### src/rtl/scene_compositor_pkg.sv
// Shared definitions for the scene compositor: screen encodings and the
// RRRGGGBB colour byte layout used by every layer and by the pixel output.
package scene_compositor_pkg;

    typedef enum logic [1:0] {
        SCR_TITLE   = 2'd0,
        SCR_PLAY    = 2'd1,
        SCR_OVER    = 2'd2,
        SCR_HISCORE = 2'd3
    } screen_e;

    localparam int COLOR_W = 8;
    localparam int R_MSB   = 7;
    localparam int R_LSB   = 5;
    localparam int G_MSB   = 4;
    localparam int G_LSB   = 2;
    localparam int B_MSB   = 1;
    localparam int B_LSB   = 0;

    // Colour field extraction from a packed RRRGGGBB byte
    function automatic logic [2:0] color_r(input logic [COLOR_W-1:0] c);
        return c[R_MSB:R_LSB];
    endfunction

    function automatic logic [2:0] color_g(input logic [COLOR_W-1:0] c);
        return c[G_MSB:G_LSB];
    endfunction

    function automatic logic [1:0] color_b(input logic [COLOR_W-1:0] c);
        return c[B_MSB:B_LSB];
    endfunction

endpackage

### src/rtl/scene_compositor_layer_mixer.sv
// Combinational layer mixer: masks each 8-bit layer with its enable bit and
// reduces the enabled layers either by bitwise OR or by lowest-index priority.
module layer_mixer
    import scene_compositor_pkg::*;
#(
    parameter int N_LAYERS      = 8,
    parameter int PRIORITY_MODE = 0
) (
    input  logic [N_LAYERS*COLOR_W-1:0] layer_color,
    input  logic [N_LAYERS-1:0]         mask,
    output logic [COLOR_W-1:0]          pixel
);

    logic [COLOR_W-1:0] enabled;
    logic               found;

    // Walk the layers from index 0 upward; OR mode accumulates every enabled
    // layer, priority mode keeps the first enabled layer that is non-zero.
    always_comb begin
        pixel   = '0;
        found   = 1'b0;
        enabled = '0;
        for (int j = 0; j < N_LAYERS; j++) begin
            enabled = layer_color[COLOR_W*j +: COLOR_W] & {COLOR_W{mask[j]}};
            if (PRIORITY_MODE == 0) begin
                pixel = pixel | enabled;
            end else if (!found && (enabled != '0)) begin
                pixel = enabled;
                found = 1'b1;
            end
        end
    end

endmodule

### src/rtl/scene_compositor.sv
// Game scene controller and pixel compositor: sequences the title, play,
// game-over and high-score screens, keeps lives/score/high score and the
// post-hit invulnerability window, and registers the composited pixel.
module scene_compositor
    import scene_compositor_pkg::*;
#(
    parameter int N_LAYERS       = 8,
    parameter int START_LIVES    = 4,
    parameter int LIVES_W        = 4,
    parameter int SCORE_W        = 7,
    parameter int INVULN_FRAMES  = 30,
    parameter int HISCORE_FRAMES = 180,
    parameter int PRIORITY_MODE  = 0,
    parameter logic [N_LAYERS-1:0] TITLE_MASK   = '1,
    parameter logic [N_LAYERS-1:0] PLAY_MASK    = '1,
    parameter logic [N_LAYERS-1:0] OVER_MASK    = '1,
    parameter logic [N_LAYERS-1:0] HISCORE_MASK = '1
) (
    input  logic                        clk,
    input  logic                        reset,
    input  logic                        action_pulse,
    input  logic                        hit_pulse,
    input  logic                        score_pulse,
    input  logic                        frame_tick,
    input  logic [N_LAYERS*8-1:0]       layer_color,
    output logic [1:0]                  screen,
    output logic                        new_game,
    output logic [LIVES_W-1:0]          lives,
    output logic [SCORE_W-1:0]          score,
    output logic [SCORE_W-1:0]          high_score,
    output logic                        invuln,
    output logic [2:0]                  r,
    output logic [2:0]                  g,
    output logic [1:0]                  b
);

    localparam int INV_W = (INVULN_FRAMES > 0) ? $clog2(INVULN_FRAMES + 1) : 1;
    localparam int HS_W  = (HISCORE_FRAMES > 0) ? $clog2(HISCORE_FRAMES + 1) : 1;

    screen_e              screen_q, screen_d;
    logic [LIVES_W-1:0]   lives_q, lives_d;
    logic [SCORE_W-1:0]   score_q, score_d;
    logic [SCORE_W-1:0]   high_score_q, high_score_d;
    logic                 invuln_q, invuln_d;
    logic [INV_W-1:0]     inv_cnt_q, inv_cnt_d;
    logic [HS_W-1:0]      hs_cnt_q, hs_cnt_d;
    logic                 new_game_q, new_game_d;
    logic [COLOR_W-1:0]   pix_q, pix_d;

    logic [N_LAYERS-1:0]  mask;
    logic [COLOR_W-1:0]   mixed_pixel;
    logic                 hit_ok;
    logic                 hs_done;

    // A hit only counts while playing and outside the invulnerability window
    assign hit_ok  = (screen_q == SCR_PLAY) && hit_pulse && !invuln_q;
    assign hs_done = frame_tick && ((32'(hs_cnt_q) + 32'd1) >= 32'(HISCORE_FRAMES));

    // Layer enables follow the registered screen, so a screen change reaches
    // the pixel one cycle after the screen itself updates
    always_comb begin
        mask = TITLE_MASK;
        case (screen_q)
            SCR_TITLE:   mask = TITLE_MASK;
            SCR_PLAY:    mask = PLAY_MASK;
            SCR_OVER:    mask = OVER_MASK;
            SCR_HISCORE: mask = HISCORE_MASK;
            default:     mask = TITLE_MASK;
        endcase
    end

    layer_mixer #(
        .N_LAYERS      (N_LAYERS),
        .PRIORITY_MODE (PRIORITY_MODE)
    ) u_layer_mixer (
        .layer_color (layer_color),
        .mask        (mask),
        .pixel       (mixed_pixel)
    );

    // Screen sequencing plus lives, score, high score and timers for the next frame
    always_comb begin
        screen_d     = screen_q;
        lives_d      = lives_q;
        score_d      = score_q;
        high_score_d = high_score_q;
        invuln_d     = invuln_q;
        inv_cnt_d    = inv_cnt_q;
        hs_cnt_d     = '0;
        new_game_d   = 1'b0;
        pix_d        = mixed_pixel;

        if (invuln_q && frame_tick) begin
            inv_cnt_d = inv_cnt_q - INV_W'(1);
            if (inv_cnt_q == INV_W'(1)) begin
                invuln_d = 1'b0;
            end
        end

        case (screen_q)
            SCR_TITLE: begin
                if (action_pulse) begin
                    screen_d   = SCR_PLAY;
                    new_game_d = 1'b1;
                    lives_d    = LIVES_W'(START_LIVES);
                    score_d    = '0;
                    invuln_d   = 1'b0;
                    inv_cnt_d  = '0;
                end
            end
            SCR_PLAY: begin
                if (score_pulse && (score_q != '1)) begin
                    score_d = score_q + SCORE_W'(1);
                end
                if (hit_ok) begin
                    if (lives_q != '0) begin
                        lives_d = lives_q - LIVES_W'(1);
                    end
                    if (INVULN_FRAMES > 0) begin
                        invuln_d  = 1'b1;
                        inv_cnt_d = INV_W'(INVULN_FRAMES);
                    end
                    if (lives_q <= LIVES_W'(1)) begin
                        screen_d = SCR_OVER;
                    end
                end
            end
            SCR_OVER: begin
                if (action_pulse) begin
                    if (score_q > high_score_q) begin
                        high_score_d = score_q;
                        screen_d     = SCR_HISCORE;
                    end else begin
                        screen_d = SCR_TITLE;
                    end
                end
            end
            SCR_HISCORE: begin
                hs_cnt_d = frame_tick ? (hs_cnt_q + HS_W'(1)) : hs_cnt_q;
                if (action_pulse || hs_done) begin
                    screen_d = SCR_TITLE;
                end
            end
            default: screen_d = SCR_TITLE;
        endcase
    end

    // State and pixel registers with synchronous reset
    always_ff @(posedge clk) begin
        if (reset) begin
            screen_q     <= SCR_TITLE;
            lives_q      <= LIVES_W'(START_LIVES);
            score_q      <= '0;
            high_score_q <= '0;
            invuln_q     <= 1'b0;
            inv_cnt_q    <= '0;
            hs_cnt_q     <= '0;
            new_game_q   <= 1'b0;
            pix_q        <= '0;
        end else begin
            screen_q     <= screen_d;
            lives_q      <= lives_d;
            score_q      <= score_d;
            high_score_q <= high_score_d;
            invuln_q     <= invuln_d;
            inv_cnt_q    <= inv_cnt_d;
            hs_cnt_q     <= hs_cnt_d;
            new_game_q   <= new_game_d;
            pix_q        <= pix_d;
        end
    end

    assign screen     = screen_q;
    assign new_game   = new_game_q;
    assign lives      = lives_q;
    assign score      = score_q;
    assign high_score = high_score_q;
    assign invuln     = invuln_q;
    assign r          = color_r(pix_q);
    assign g          = color_g(pix_q);
    assign b          = color_b(pix_q);

endmodule

### config.mk
export PLATFORM = sky130hd
export DESIGN_NAME = scene_compositor
export DESIGN_NICKNAME = d
export VERILOG_FILES = /design/src/rtl/scene_compositor_pkg.sv /design/src/rtl/scene_compositor_layer_mixer.sv /design/src/rtl/scene_compositor.sv
export SDC_FILE = /design/constraint.sdc
export NUM_CORES = 1
export LEC_CHECK = 0
export ABC_AREA = 1
export CAP_MARGIN = 20
export CORE_UTILIZATION = 45
export DETAILED_ROUTE_END_ITERATION = 8
export PLACE_DENSITY = 0.86
export SLEW_MARGIN = 20
export SYNTH_ARGS = -nofsm -noshare
export SYNTH_HDL_FRONTEND = slang
export SYNTH_SLANG_ARGS = --single-unit
### constraint.sdc
create_clock -name clk -period 3.2 [get_ports clk]
set_input_delay 0.96 -clock clk [delete_from_list [all_inputs] [get_ports clk]]
set_output_delay 0.96 -clock clk [all_outputs]
set_load 0.01 [all_outputs]
* Word-level counts from Yosys, hierarchy flattened
Cells that the tools add are included.
** Cells by class
- Add/sub/neg operators :: 5
- $lt $le $gt $ge :: 3
- Eq/ne operators :: 12
- Multiplexer cells :: 25
- Bitwise gates (word level) :: 17
- Reduce and logical (&&, ||, !) cells :: 17
** Operators by type and width (count)
- 8-bit AND :: 8
- 8-bit bitwise OR :: 7
- 5-bit 2-to-1 mux :: 3
- 7-bit 2-to-1 mux :: 2
- 7-bit one-hot mux with 2 select lines :: 1
- 2-bit 2-to-1 mux :: 6
- 4-bit 2-to-1 mux :: 3
- 5-bit one-hot mux with 2 select lines :: 1
- 8-bit by 1-bit adder with 9-bit output (second input constant) :: 1
- 9-bit by 8-bit greater-or-equal comparator with 1-bit output (second input constant) :: 1
- 8-bit by 1-bit adder with 8-bit output (second input constant) :: 1
- 8-bit 2-to-1 mux :: 1
- 2-bit inequality test (second input constant) :: 4
- 2-bit one-hot mux with 4 select lines :: 1
- 4-bit one-hot mux with 2 select lines :: 1
- 7-bit by 1-bit adder with 7-bit output (second input constant) :: 1
- 7-bit > comparator :: 1
- 7-bit inequality test (second input constant) :: 1
- 2-bit by 1-bit inequality test with 1-bit output (second input constant) :: 3
- 3-bit AND reduction :: 2
- 5-bit by 1-bit == test with 1-bit output (second input constant) :: 1
- 1-bit logical AND :: 5
- 1-bit 2-to-1 mux :: 5
- 5-bit AND reduction :: 1
- 15 further kinds :: 18
** Word-level totals
- Bits in registers :: 43
- Bits of input ports :: 70
- Output and inout bits :: 30
- Logic and storage cells :: 88

* Longest topological paths before layout
Gate-level depths: netlist of run 1.
- Depth after elaboration :: 11
- Gate-level depth with buffers :: 14
- Gate-level depth less buffers :: 14

* Cells and area by module
Synthesis of run 1 repeated with hierarchy kept, for this count alone.
** Second synthesis, totals
- Cells, all modules :: 423
- Area total of the unflattened synthesis :: 2630.0 um^2
** Modules (own cells, without submodules)
- scene_compositor :: instances 1, cells each 295, area an instance 2139.6 um^2, seq. area each 860.8 um^2
- layer_mixer :: instances 1, cells each 128, area an instance 490.5 um^2, seq. area each 0.0 um^2

* Worst setup path before layout of run 1
OpenSTA, ideal clock, no wires.
- Kind :: in2reg
- Start :: in hit_pulse
- End :: reg lives_q[3] (netlist: lives[3])
- Setup time :: 0.120 ns
- Data arrival time :: 1.767 ns
- Required time :: 3.080 ns
- Setup slack :: 1.313 ns
- Stages on the path :: 7
- Path buffers :: 0
- Cell sequence :: inv_1 -> nor3_4 -> inv_2 -> a21oi_2 -> nand4_1 -> xor2_1 -> nor2_1
** Between the ends
- Word-level cells in the longest chain between the ends :: 4
** RTL lines
- from (decl) :: RTL line scene_compositor.sv:22 : input logic hit_pulse,
- 1-bit logical AND (2 in series) :: RTL line scene_compositor.sv:56 : assign hit_ok = (screen_q == SCR_PLAY) && hit_pulse && !invuln_q;
- 2-bit inequality test (no source line)
- 4-bit AND reduction (no source line)
- to (signal assigned) :: RTL line scene_compositor.sv:152 : lives_q <= LIVES_W'(START_LIVES);
- to (signal assigned) :: RTL line scene_compositor.sv:162 : lives_q <= lives_d;
- to (decl) :: RTL line scene_compositor.sv:41 : logic [LIVES_W-1:0] lives_q, lives_d;
No other way between the ends.
A chain may end at the register's enable or synchronous reset.

* Worst setup path in the final report of run 1
- Start :: reg score_q[2] (netlist: score[2])
- End :: out score[2]
** RTL lines
- from (decl) :: RTL line scene_compositor.sv:42 : logic [SCORE_W-1:0] score_q, score_d;
- from (signal assigned) :: RTL line scene_compositor.sv:163 : score_q <= score_d;
- to (decl) :: RTL line scene_compositor.sv:29 : output logic [SCORE_W-1:0] score,
No word-level cell between the ends.

==> out/qor.csv, run 1 <==
stage,metric,value,unit
outcome,outcome,"complete, no violations",
global_route,GRT overflow,0,
timing,TNS Setup,0,ps
worst_setup_path,CP startpoint kind,flip-flop,
power,logic gate share of total power,0.284,
synthesis,Post-Synthesis Cell Area,0.002230,mm²
worst_setup_path,CP top delay family,buffers and inverters,
floorplanning,die area,0.005240,mm²
worst_setup_path,critical path cell sequence,clkdlybuf4s50_1,
cts,Post-CTS Hold Buffers,0,
timing,RSZ-0062 raised after global routing,false,
power,largest vdd supply drop,0.2884,mV
timing,final worst path period share,0.7335,
cells_and_area,layout cells sized above 1,0.05637,
cells_and_area,number of fill cells,393,
floorplanning,Initial Util,0.4689,
floorplanning,row count,25,
global_route,initial antenna violation count,1,
place,Post-Place Cells,467,
timing,final hold viol count,0,
synthesis,Syn Inst Count,303,
cells_and_area,Sequential Area,860.8,µm²
drt,vias after detailed routing,2449,
synthesis,number of synthesized register bits,43,
worst_setup_path,"Slowest-stage cell, CP",clkdlybuf4s50_1,
global_route,vias in the first global route,2442,
worst_setup_path,crit path kind,reg -> out,
place,IO Port Bufs,99,
drt,DRC Markers,0,
worst_setup_path,crit path capture type,output port,
synthesis,sequential-to-total area share from yosys stat,0.3861,
power,total leakage power,0.001406,µW
cts,worst skew pair latency,290,ps
synthesis,top cell type's share of synthesized area,0.3861,
flow_run,Max-Cap Viols,0,
worst_setup_path,crit path DAT,1390,ps
worst_setup_path,worst path bufs/invs,1,
cts,Post-CTS Setup Bufs,0,
power,Internal Dissipation,974.5,µW
cts,Resize count post-CTS,0,
cells_and_area,synthesis-to-finish area growth,52.64,%
place,DP HPWL,4886,µm
cells_and_area,multi-input logic area,0.001181,mm²
floorplanning,core box area,0.004755,mm²
global_route,largest net degree at the start of global routing,14,
synthesis,post-synth top area cell,dfxtp_1,
power,Pwr per Cell Area,404.6,mW/mm²
synthesis,YS warnings,0,
power,Psw,402.3,µW
place,Post-DP Area,0.003301,mm²
synthesis,"FFs w/ async S/R, synth",0,
cts,CTS tree,done,
drt,1st-iter DRT viols,152,
power,switching share of total power,0.2922,
worst_setup_path,CP required,2240,ps
power,clock share of power,0.271,
cts,Inserted Clock Buffers,5,
timing,Max Freq,0.4260,GHz
worst_setup_path,CP max stage delay,600,ps
floorplanning,die width,72.39,µm
global_route,GRT Resource Usage Total,0.2420,
worst_setup_path,critical-path maximum fanout,8,
synthesis,post-synthesis cell type count,29,
floorplanning,Die Ht,72.39,µm
power,Seq pwr share,0.444,
timing,Setup-failing EPs final,0,
synthesis,Synth Area per Inst,7.359,µm²
cts,Root Driver,clkbuf_8,
cells_and_area,final core utilization,0.7158,
cts,Clock Path Buffers,2,
cells_and_area,NumNets Final,491,
timing,final slew viol count,0,
synthesis,"top cells by area, synth","dfxtp_1 39%, a21oi_1 8.3%, nand2_1 8.1%, ha_1 7.9%, inv_1 7.2%",
synthesis,most frequent cell after synthesis,nand2_1,
drt,first-pass detailed-route iteration total,4,
power,Overall Power,1377,µW
synthesis,top_reg_cell synth,dfxtp_1,
cells_and_area,final instance area,0.003403,mm²
place,routability cong.,0.8423,
worst_hold_path,Hold Path Class,reg -> reg,
cts,CTS sink cnt,43,
drt,ANT nets after route,0,
synthesis,Post-synth top cells,"48 x nand2_1, 43 x dfxtp_1, 43 x inv_1",
floorplanning,# IOs,100,
timing,Slew @ Worst Pin,508.2,ps
synthesis,Post-synth EDFFs,0,
timing,slew margin rel.,0.6601,
cts,CTS HTree Levels,2,
cts,Clock Pin Slew Worst Setup and Hold Paths,80,ps
cells_and_area,final cell count without fillers,476,
global_route,global-route wire length before repair,9880,µm
timing,post-route minimum period,2347,ps
drt,Vias per Instance,5.145,
drt,per-cell routed wire length,12.65,µm
timing,Post-Route Skew,3.789,ps
synthesis,Post-Syn Nets,387,
drt,final wirelength,6021,µm
==> per-stage QoR <==
stage / hold slack, ps / setup slack (ps)
final: 477.7 / 852.8
after global routing: 504.3 / 811.4
after CTS: 484.0 / 845.5
after detailed placement: 472.3 / 684.2
after global placement: 463.4 / 721.3
after floorplan: 458.2 / 1313
==> cell usage in the layout (no fill, tap or decap) <==
cell type / count
clkdlybuf4s50_1: 99
nand2_1: 48
inv_1: 43
dfxtp_1: 43
a21oi_1: 37
nor2_1: 28
nor4_1: 17
o21ai_0: 16
nand3_1: 14
ha_1: 14
clkbuf_8: 7
nand2_2: 6
o211ai_1: 5
nand4_1: 4
nor3_1: 3
o21ai_1: 3
inv_2: 2
nor2_2: 2
a211oi_1: 2
xnor2_1: 2
xor2_1: 2
buf_4: 2
diode_2: 1
nor3_4: 1
o21bai_1: 1
a211oi_4: 1
and2_1: 1
a21oi_2: 1
o41ai_1: 1
nand4_2: 1
or2_0: 1
clkbuf_1: 1
==> registers in the layout, indices dropped and copies added (netlist names) <==
register	cells
new_game	1
hs_cnt_q	8
score	7
screen	2
invuln	1
high_score	7
inv_cnt_q	5
lives	4
pix_q	8
==> layer usage <==
layer | track usage | vias to the layer above | share of wire | wire (µm)
met4 | 0.1155 | 0 | 0.023 | 136
met5 | 0 | - | 0 | 0
met2 | 0.4538 | 90 | 0.53 | 3201
met3 | 0.06528 | 15 | 0.065 | 390
met1 | 0.2468 | 1115 | 0.38 | 2292
li1 | - | 1229 | - | -
==> logic make-up after synthesis <==
family | after synthesis | share of synthesized area
AO/OA/AOI/OAI | 67 | 0.1695
XOR/XNOR | 4 | 0.01572
adder cells (fa/ha/maj) | 14 | 0.07856
buffers and inverters | 49 | 0.08418
flip-flops | 43 | 0.3861
AND/OR/NAND/NOR | 126 | 0.2660
==> power groups by stage <==
stage          Combinational, µW  Clock [µW]  Sequential (µW)
2_1_floorplan                184           0              630
3_3_place_gp                 376           0              623
3_5_place_dp                 389           0              623
4_1_cts                      392         381              611
5_1_grt                      435         400              617
6_report                     391         374              612
==> layout make-up <==
type	instances	share of cell area
repair buffers	101	0.2956
flip-flops and latches	43	0.2529
well taps	67	0.02463
multi-input cells	211	0.3471
clock buffers	8	0.02941
inverters	45	0.04963
diodes	1	0.0007353
==> path summary, 6_finish.rpt <==
| path | end | from | slack (ps) | depth (start not counted) |
|---|---|---|---|---|
| worst max-delay path | score[2] | score[2] | 850 | 1 |
| worst min-delay path | high_score[1] | high_score[1] | 480 | 2 |
| worst max register to register | high_score[4] | score[2] | 1150 | 9 |
| worst min register to register | high_score[1] | high_score[1] | 480 | 2 |
No activity file was read; power rests on OpenSTA's default activity.
==> run 2, diff against run 1 <==
Settings changed: CORE_UTILIZATION 45 to 38, PLACE_DENSITY 0.86 to 0.77.
Clock period 3.2 ns to 1.9 ns, I/O delays scaled along.
==> run 2 against run 1 <==
Final cell count grew 5.5%. Clock power rose by 98%. Routed wire length grew 0.12%. Critical endpoint is now lives[0].
==> out/qor.csv, run 2 (same netlist as run 1, synthesis figures left out) <==
stage,metric,value,unit
global_route,grt met2 use,0.3539,
cts,CTS sink cnt,43,
global_route,GRT overflow,0,
worst_setup_path,CP top delay family,buffers and inverters,
power,largest vdd supply drop,0.5066,mV
floorplanning,Initial Util,0.4000,
place,routability cong.,0.8624,
place,DP HPWL,4851,µm
power,Internal Dissipation,1793,µW
floorplanning,die width,78.60,µm
place,IO Port Bufs,99,
cts,Root Driver,clkbuf_8,
place,Post-Place Cells,494,
cts,Inserted Clock Buffers,5,
worst_setup_path,worst path bufs/invs,1,
floorplanning,row count,27,
timing,slew margin rel.,0.7217,
global_route,largest net degree at the start of global routing,14,
drt,vias after detailed routing,2486,
global_route,global-route wire length before repair,10340,µm
worst_setup_path,critical path cell sequence,clkdlybuf4s50_1,
cts,Clock Pin Slew Worst Setup and Hold Paths,80,ps
cts,worst skew pair latency,300,ps
global_route,global routing usage on met1,0.2557,
floorplanning,Die Ht,78.60,µm
worst_setup_path,critical-path maximum fanout,4,
worst_setup_path,CP required,1330,ps
timing,final hold viol count,0,
drt,first-pass detailed-route iteration total,7,
drt,Vias per Instance,4.952,
timing,Max Freq,0.5494,GHz
drt,final wirelength,6028,µm
timing,Post-Route Skew,4.390,ps
timing,Setup-failing EPs final,0,
place,Post-DP Area,0.003485,mm²
power,Pwr per Cell Area,690.6,mW/mm²
worst_setup_path,crit path DAT,1250,ps
worst_setup_path,crit path capture type,output port,
place,pre-CTS WS,-106.0,ps
power,logic gate share of total power,0.295,
global_route,vias in the first global route,2444,
cells_and_area,largest registers,"hs_cnt_q (8), pix_q (8)",
cts,CTS tree,done,
drt,per-cell routed wire length,12.01,µm
cells_and_area,final instance area,0.003621,mm²
cells_and_area,final cell count without fillers,502,
timing,post-route minimum period,1820,ps
power,clock share of power,0.297,
timing,final slew viol count,0,
worst_setup_path,CP startpoint kind,flip-flop,
worst_setup_path,CP max stage delay,560,ps
power,Psw,708.1,µW
cts,Post-CTS Setup Bufs,0,
power,total leakage power,0.001591,µW
global_route,GRT busiest layer,met2,
floorplanning,die area,0.006178,mm²
outcome,outcome,"complete, no violations",
worst_setup_path,crit path kind,reg -> out,
cells_and_area,layout cells sized above 1,0.1233,
cts,CTS HTree Levels,2,
cells_and_area,NumNets Final,513,
timing,Worst Slack Setup Final,79.78,ps
global_route,GRT Resource Usage Total,0.2101,
timing,final worst path period share,0.9580,
timing,Slew @ Worst Pin,413.0,ps
timing,RSZ-0062 raised after global routing,false,
drt,ANT nets after route,0,
power,Seq pwr share,0.408,
cts,Post-CTS Hold Buffers,0,
cells_and_area,n_diodes,0,
cells_and_area,synthesis-to-finish area growth,62.40,%
global_route,met3 Track Usage GR,0.05349,
worst_hold_path,Hold Path Class,reg -> reg,
drt,DRC Markers,0,
floorplanning,# IOs,100,
global_route,initial antenna violation count,0,
floorplanning,core box area,0.005574,mm²
worst_setup_path,"Slowest-stage cell, CP",clkdlybuf4s50_1,
power,switching share of total power,0.2832,
drt,1st-iter DRT viols,93,
flow_run,Max-Cap Viols,0,
cells_and_area,"commonest non-fill, non-tap cells in the layout","93 x clkdlybuf4s50_1, 48 x nand2_1, 43 x inv_1",
cts,Clock Path Buffers,2,
cells_and_area,"most common cell after layout, fill and taps aside",clkdlybuf4s50_1,
power,Overall Power,2501,µW
timing,TNS Setup,0,ps
==> run 2: layout make-up <==
class	instances	area [µm²]
well taps	72	90.09
fillers	492	1953
clock inverters	2	35.03
repair buffers	123	1184
flip-flops and latches	43	867.1
clock buffers	6	82.58
inverters	45	168.9
multi-input cells	211	1194
==> run 2: stage by stage <==
step / utilization / hold slack [ps]
floorplan: - / 458.2
global placement: 0.6251 / 463.7
detailed placement: 0.6251 / 470.0
CTS: 0.6458 / 484.4
global route: 0.6496 / 508.4
finish: 0.6496 / 484.4
==> run 2: timing repair <==
item                       4_1_cts  5_1_grt
pin swaps                        0        1
resized for setup                6        9
setup endpoints to repair        6        8
==> run 2: tightest hold or removal path: stages (launching register included) <==
cell     delay (ps)
dfxtp_1         320
inv_1            70
a21oi_1          60
==> run 2: power by group through the flow <==
stage          clock network, µW  logic (µW)  registers, µW
2_1_floorplan                  0         310           1060
3_3_place_gp                   0         713           1040
3_5_place_dp                   0         732           1040
4_1_cts                      756         730           1020
5_1_grt                      799         816           1030
6_report                     742         737           1020
==> run 2: layer usage <==
layer  part of all wire  vias to the layer above
met5                  0                        -
met2               0.47                       80
met3              0.062                       15
met1               0.44                     1115
li1                   -                     1276
met4              0.020                        0
==> run 2: worst paths after layout <==
| path | from | endpoint | slack (ps) | depth (start not counted) |
|---|---|---|---|---|
| hold reg to reg | high_score[3] | high_score[3] | 480 | 2 |
| setup / recovery | lives[0] | lives[0] | 80 | 1 |
| setup reg to reg | high_score[2] | high_score[3] | 130 | 11 |
| hold / removal | high_score[3] | high_score[3] | 480 | 2 |
==> run 3, diff against run 2 <==
Settings changed: SETUP_SLACK_MARGIN set to 0.02.
==> run 3 against run 2 <==
Combinational power about the same. Die area is the same. Non-clock buffer count unchanged. Critical path depth unchanged. Critical path type unchanged.
==> out/qor.csv, run 3 (same netlist as run 1, synthesis figures left out) <==
stage,metric,value,unit
global_route,largest net degree at the start of global routing,14,
global_route,initial antenna violation count,0,
floorplanning,Die Ht,78.60,µm
cts,CTS tree,done,
floorplanning,die area,0.006178,mm²
worst_setup_path,crit path from,screen[0],
floorplanning,Initial Util,0.4000,
worst_setup_path,CP max stage delay,560,ps
timing,RSZ-0062 raised after global routing,false,
timing,Worst Slack Setup Final,79.86,ps
drt,ANT nets after route,0,
global_route,global routing usage on met1,0.2557,
worst_setup_path,crit path DAT,1250,ps
drt,vias after detailed routing,2480,
timing,Post-Route Skew,4.321,ps
timing,Max Freq,0.5494,GHz
timing,final worst path period share,0.9580,
cells_and_area,"commonest non-fill, non-tap cells in the layout","93 x clkdlybuf4s50_1, 48 x nand2_1, 43 x inv_1",
timing,final hold viol count,0,
worst_hold_path,Hold Path Class,reg -> reg,
worst_setup_path,CP top delay family,buffers and inverters,
worst_setup_path,worst path bufs/invs,1,
worst_hold_path,Hold Startpoint,high_score[6],
cells_and_area,synthesis-to-finish area growth,62.29,%
drt,per-cell routed wire length,11.99,µm
timing,post-route minimum period,1820,ps
timing,final slew viol count,0,
drt,first-pass detailed-route iteration total,5,
place,IO Port Bufs,99,
cts,CTS HTree Levels,2,
global_route,global-route wire length before repair,10340,µm
timing,slew margin rel.,0.7218,
timing,Setup-failing EPs final,0,
drt,Vias per Instance,4.940,
cts,Clock Path Buffers,2,
drt,DRC Markers,0,
cts,Inserted Clock Buffers,5,
worst_setup_path,critical-path maximum fanout,6,
power,largest vdd supply drop,0.5058,mV
power,total leakage power,0.001578,µW
floorplanning,core box area,0.005574,mm²
cts,Clock Pin Slew Worst Setup and Hold Paths,80,ps
cells_and_area,"most common cell after layout, fill and taps aside",clkdlybuf4s50_1,
timing,Slew @ Worst Pin,413.0,ps
floorplanning,die width,78.60,µm
floorplanning,row count,27,
cts,Post-CTS Setup Bufs,0,
cells_and_area,layout cells sized above 1,0.1256,
outcome,outcome,"complete, no violations",
power,Pwr per Cell Area,691.2,mW/mm²
drt,1st-iter DRT viols,68,
cts,CTS sink cnt,43,
cells_and_area,n_diodes,0,
worst_setup_path,CP startpoint kind,flip-flop,
worst_setup_path,crit path kind,reg -> out,
global_route,GRT Resource Usage Total,0.2101,
worst_setup_path,"Slowest-stage cell, CP",clkdlybuf4s50_1,
worst_setup_path,critical path cell sequence,clkdlybuf4s50_1,
global_route,GRT busiest layer,met2,
global_route,GRT overflow,0,
place,DP HPWL,4851,µm
drt,final wirelength,6021,µm
place,pre-CTS WS,-106.0,ps
worst_setup_path,crit path capture type,output port,
worst_setup_path,R2R Path Start,high_score[2],
cells_and_area,largest registers,"hs_cnt_q (8), pix_q (8)",
cells_and_area,NumNets Final,513,
worst_setup_path,CP required,1330,ps
cts,Root Driver,clkbuf_8,
flow_run,Max-Cap Viols,0,
timing,Min Hold Slack,476.9,ps
floorplanning,# IOs,100,
global_route,grt met2 use,0.3539,
cells_and_area,final cell count without fillers,502,
global_route,met3 Track Usage GR,0.05349,
place,Post-Place Cells,494,
cts,worst skew pair latency,300,ps
place,routability cong.,0.8624,
global_route,vias in the first global route,2444,
==> run 3: cell types whose count changed in the layout (fill, tap and decap cells not counted), sizes merged <==
cell          previous run  this run
dlygate4sd2              4         5
dlymetal6s2s             2         1
==> run 3: power breakdown <==
group | switching, µW | internal, µW | total, µW
combinational | 339 | 399 | 738
sequential | 52.3 | 970 | 1020
clock | 316 | 425 | 741
total | 707 | 1790 | 2500
==> run 3: layer usage <==
| metal | wire (µm) | up-vias |
|---|---|---|
| met3 | 318 | 18 |
| li1 | - | 1275 |
| met4 | 129 | 0 |
| met2 | 2849 | 69 |
| met5 | 0 | - |
| met1 | 2723 | 1118 |
==> run 3: path summary, 6_finish.rpt <==
check	end	slack, ps	depth (start not counted)
min	high_score[6]	480	2
min reg2reg	high_score[6]	480	2
max	screen[0]	80	1
max reg2reg	high_score[3]	130	11
==> run 3: repair_timing <==
action | 4_1_cts | 5_1_grt
hold buffers | 0 | 0
endpoints found under the hold margin | 0 | 0
endpoints found under the setup margin | 7 | 10
pin swaps | 0 | 1
gates resized for setup | 7 | 10
==> run 3: cell type report <==
cell class | count | area [µm²]
Fill cell | 493 | 1956
Clock inverter | 2 | 35.03
Timing Repair Buffer | 123 | 1180
Inverter | 45 | 168.9
Sequential cell | 43 | 868.3
Clock buffer | 6 | 82.58
Tap cell | 72 | 90.09
Multi-Input combinational cell | 211 | 1194
==> run 3: through the flow <==
step / total power [µW] / cell area [µm²] / setup TNS, ps / utilization
2_1_floorplan: 1371 / 2230 / 0 / -
6_report: 2501 / 3618 / 0 / 0.6492
4_1_cts: 2504 / 3598 / 0 / 0.6456
5_1_grt: 2647 / 3618 / 0 / 0.6492
3_5_place_dp: 1768 / 3485 / -384.7 / 0.6251
3_3_place_gp: 1749 / 3485 / -155.7 / 0.6251
==> patch 1: new RTL, flow settings as in run 3 <==
Make the reset (`reset`) asynchronous in one clocked block. Comments in the files are not updated.
--- a/src/rtl/scene_compositor.sv
+++ b/src/rtl/scene_compositor.sv
@@ -147,5 +147,5 @@
 
     // State and pixel registers with synchronous reset
-    always_ff @(posedge clk) begin
+    always_ff @(posedge clk or posedge reset) begin
         if (reset) begin
             screen_q     <= SCR_TITLE;
Behaviour: differs if reset is asserted again (counterexample within 4 cycles, from zero or initial values and one cycle with reset high); with reset held inactive, the same outputs for 10 cycles.
==> patch 1 against run 3 <==
Design area is 4.6% higher. Non-clock buffer count grew 2. Wire length is 0.78% higher. Worst setup slack worse by 7.3 ps. Largest cell class is now buffers. Highest routed layer unchanged. First-iteration DRC count increased by 62%. Area after synthesis rose by 6.7%. Sequential cell count did not move.
Power is not compared: it rests on default switching activity, and its combinational part moved more than twofold at a synthesized area within 25%.
==> patch 1: results (changes against run 3) <==
WL final 6.07 mm (+0.78%); cell taking the most area after synthesis dfrtp_1; Placer Congestion 0.852 (-1.2%); die area 6580 um2 (+6.5%); critical path startpoint score[3]$_DFFE_PP0P_; Max Freq 0.547 GHz (-0.40%); Non-clock inverters 40 (-11%); first-pass GRT wire length 10.5 mm (+1.6%); M2 GR Usage 35.3% (-0.097 points); cells on worst reg2reg path 9 (-2); ClkCell Share 2.41% (-0.84 points); Placed Area 3650 um2 (+4.8%); Detailed Route Iter0 Violations 110 (+62%); worst-path maximum fanout 4 (-2); Avg Vias per Cell 5.01 (+1.5%); worst min path class in2async; Total GRT Usage 20.7% (-0.36 points); met3 wire length 403 um (+27%); Layout area overhead 59.1%; Syn Inst Count 291 (-4.0%); # nets final 505 (-1.6%); met1 GRT Util 24.6% (-0.98 points); met2 WL post-DR 3.05 mm (+7.0%); status completed; worst reg-to-reg setup slack 100 ps (-30 ps); CP endpoint score[3]; number of global-route vias before repair 2441 (-0.12%); Post-synth ARST share 100% (+100 points); post-DP HPWL 4.81 mm (-0.84%); RR Startpoint high_score[2]$_DFFE_PP0P_; Synthesized Nets 374 (-3.4%); Worst R2R End high_score[1]$_DFFE_PP0P_; Non-CTS buffers 125 (+1.6%); multi-input combinational area share 30.6% (-2.4 points); # clk buffers 7 (+1)
[patch 1: how the worst min path moves through the flow]
stage | start | endpoint | slack (ps) | depth (start not counted)
after global placement | lives[3]$_DFFE_PP0P_ | lives[3]$_DFFE_PP0P_ | 490 | 1
after floorplan | lives[2]$_DFFE_PP1P_ | lives[2]$_DFFE_PP1P_ | 510 | 2
final | reset | score[4]$_DFFE_PP0P_ | 510 | 2
after global routing | reset | score[4]$_DFFE_PP0P_ | 510 | 2
after CTS | reset | high_score[0]$_DFFE_PP0P_ | 510 | 2
after detailed placement | lives[3]$_DFFE_PP0P_ | lives[3]$_DFFE_PP0P_ | 510 | 1
[patch 1: kinds of logic after synthesis]
kind of cell / count (synthesis) / synth area share, %
AND/OR/NAND/NOR: 143 / 28.2
AO/OA/AOI/OAI: 46 / 11.1
flip-flops: 43 / 45.3
buffers and inverters: 41 / 6.68
adder cells (fa/ha/maj): 13 / 6.84
XOR/XNOR: 5 / 1.84
==> patch 2: new RTL, config.mk and constraints of run 3 <==
Without the edit above. `PRIORITY_MODE` is set to 0 in 2 places; all go to 1.
--- a/src/rtl/scene_compositor_layer_mixer.sv
+++ b/src/rtl/scene_compositor_layer_mixer.sv
@@ -5,5 +5,5 @@
 #(
     parameter int N_LAYERS      = 8,
-    parameter int PRIORITY_MODE = 0
+    parameter int PRIORITY_MODE = 1
 ) (
     input  logic [N_LAYERS*COLOR_W-1:0] layer_color,
--- a/src/rtl/scene_compositor.sv
+++ b/src/rtl/scene_compositor.sv
@@ -11,5 +11,5 @@
     parameter int INVULN_FRAMES  = 30,
     parameter int HISCORE_FRAMES = 180,
-    parameter int PRIORITY_MODE  = 0,
+    parameter int PRIORITY_MODE  = 1,
     parameter logic [N_LAYERS-1:0] TITLE_MASK   = '1,
     parameter logic [N_LAYERS-1:0] PLAY_MASK    = '1,
Behaviour: not the same (Yosys sat finds a counterexample within 4 cycles, from zero or initial values and one cycle with reset high).
==> patch 2 against run 3 <==
Sequential cell count did not move. First-iteration DRC count is 65% higher. Sequential share of layout area shrank 6.5 points. Largest power group unchanged. Design area is 38% higher. Worst hold slack lost 1.4 ps. Power rose by 0.50%. Die area grew 36%. Non-clock buffer count rose by 59. Area after synthesis increased by 37%. Worst setup slack worse by 1.6 ps. Critical endpoint unchanged. Critical path depth unchanged. Wire length up 68%.
==> patch 2: results (changes against run 3) <==
Post-Place Worst Slack -473 ps (-367 ps); first-pass GRT wire length 16.8 mm (+63%); most common cell in the netlist nand2_1; leakage 2.50 nW (+59%); final hold slack 476 ps (-1.41 ps); worst-path maximum fanout 8 (+2); status completed; number of global-route vias before repair 3789 (+55%); switching power 0.790 mW (+12%); Avg Vias per Cell 4.90 (-0.79%); final non-filler cell total 761 (+52%); worst reg-to-reg setup slack around 140 ps; Worst R2R End high_score[1]$_SDFFE_PP0P_; Detailed Route Iter0 Violations 112 (+65%); Clock Skews 2.07 ps (-2.26 ps); initial antenna violation count 1 (+1); Placer Congestion 0.905 (+4.9%); post-DP HPWL 7.60 mm (+57%); Synthesized Nets 560 (+45%); number of distinct library cells after synthesis 36 (+24%); Total GRT Usage 24.7% (+3.7 points); Seq/Total Area, Yosys 28.3% (-10 points); Worst VDD drop 0.375 mV (-26%); Post-synth ARST share 0% (unchanged); Placed Area 4610 um2 (+32%); CP endpoint screen[0]; Worst Tran Pin Value 375 ps (-38.2 ps); final design utilization 64.4% (-0.51 points); # nets final 742 (+45%); synth top area cells dfxtp_1 (28%), nand2_1 (13%), nor2_1 (9.1%); fillers 681 (+38%); cells on worst reg2reg path 10 (-1); share of layout cells above drive strength 1 26.6% (+14 points); largest net degree at the start of global routing 15 (+1); RR Startpoint high_score[4]$_SDFFE_PP0P_; setup ws final 78.2 ps (-1.63 ps); Pre-antenna DRT Iters 4 (-1); wire length per cell 13.3 um (+11%); Post-synth top cells nand2_1 (109), nor2_1 (74), inv_1 (66), dfxtp_1 (43), nand3_1 (29); syn_area_per_cell 6.40 um2 (-13%)
[patch 2: cell types whose count changed in the layout (fill, tap and decap cells not counted), moves of 14 or more]
cell,delta
nor2_2,+14
nand2_1,+57
clkdlybuf4s50_1,-48
inv_1,+20
nand4_1,+14
nor2_1,+31
clkbuf_2,+19
buf_4,+52
nor4_1,-16
[patch 2: logic make-up (layout without fill, tap and decap cells)]
logic type	count (synthesis)	count (layout)	synth area share (%)
flip-flops	43	43	28.3
buffers and inverters	77	257	10.2
other	0	1	0
AND/OR/NAND/NOR	265	267	40.8
AO/OA/AOI/OAI	73	73	13.9
adder cells (fa/ha/maj)	14	14	5.75
XOR/XNOR	4	4	1.15
[patch 2: what timing repair did]
action	4_1_cts	5_1_grt
hold buffers	0	0
pin swaps	40	62
setup endpoints to repair	11	23
resized for setup	64	108
buffers inserted	12	3
cloned	3	0
[patch 2: per-layer routing]
metal | up-vias | GRT usage, % | part of all wire (%)
li1 | 1920 | - | -
met1 | 1693 | 29.3 | 43
met2 | 96 | 45.2 | 52
met3 | 21 | 3.94 | 3.3
met4 | 0 | 7.54 | 2.3
met5 | - | 0 | 0
[patch 2: final cells by class]
cell class              count  area share (%)
diodes                      1          0.0503
repair buffers            182            31.5
well taps                 102            2.56
inverters                  68            5.13
clock inverters             1           0.101
multi-input cells         358            41.5
clock buffers               6            1.66
flip-flops and latches     43            17.5
[patch 2: power groups by stage]
| stage | Combinational [mW] | Clock [mW] | Sequential, mW |
|---|---|---|---|
| floorplan | 0.348 | 0 | 1.06 |
| detailed placement | 0.849 | 0 | 1.05 |
| CTS | 0.836 | 0.610 | 1.03 |
| global route | 0.990 | 0.649 | 1.05 |
| finish | 0.894 | 0.586 | 1.03 |
| global placement | 0.833 | 0 | 1.05 |
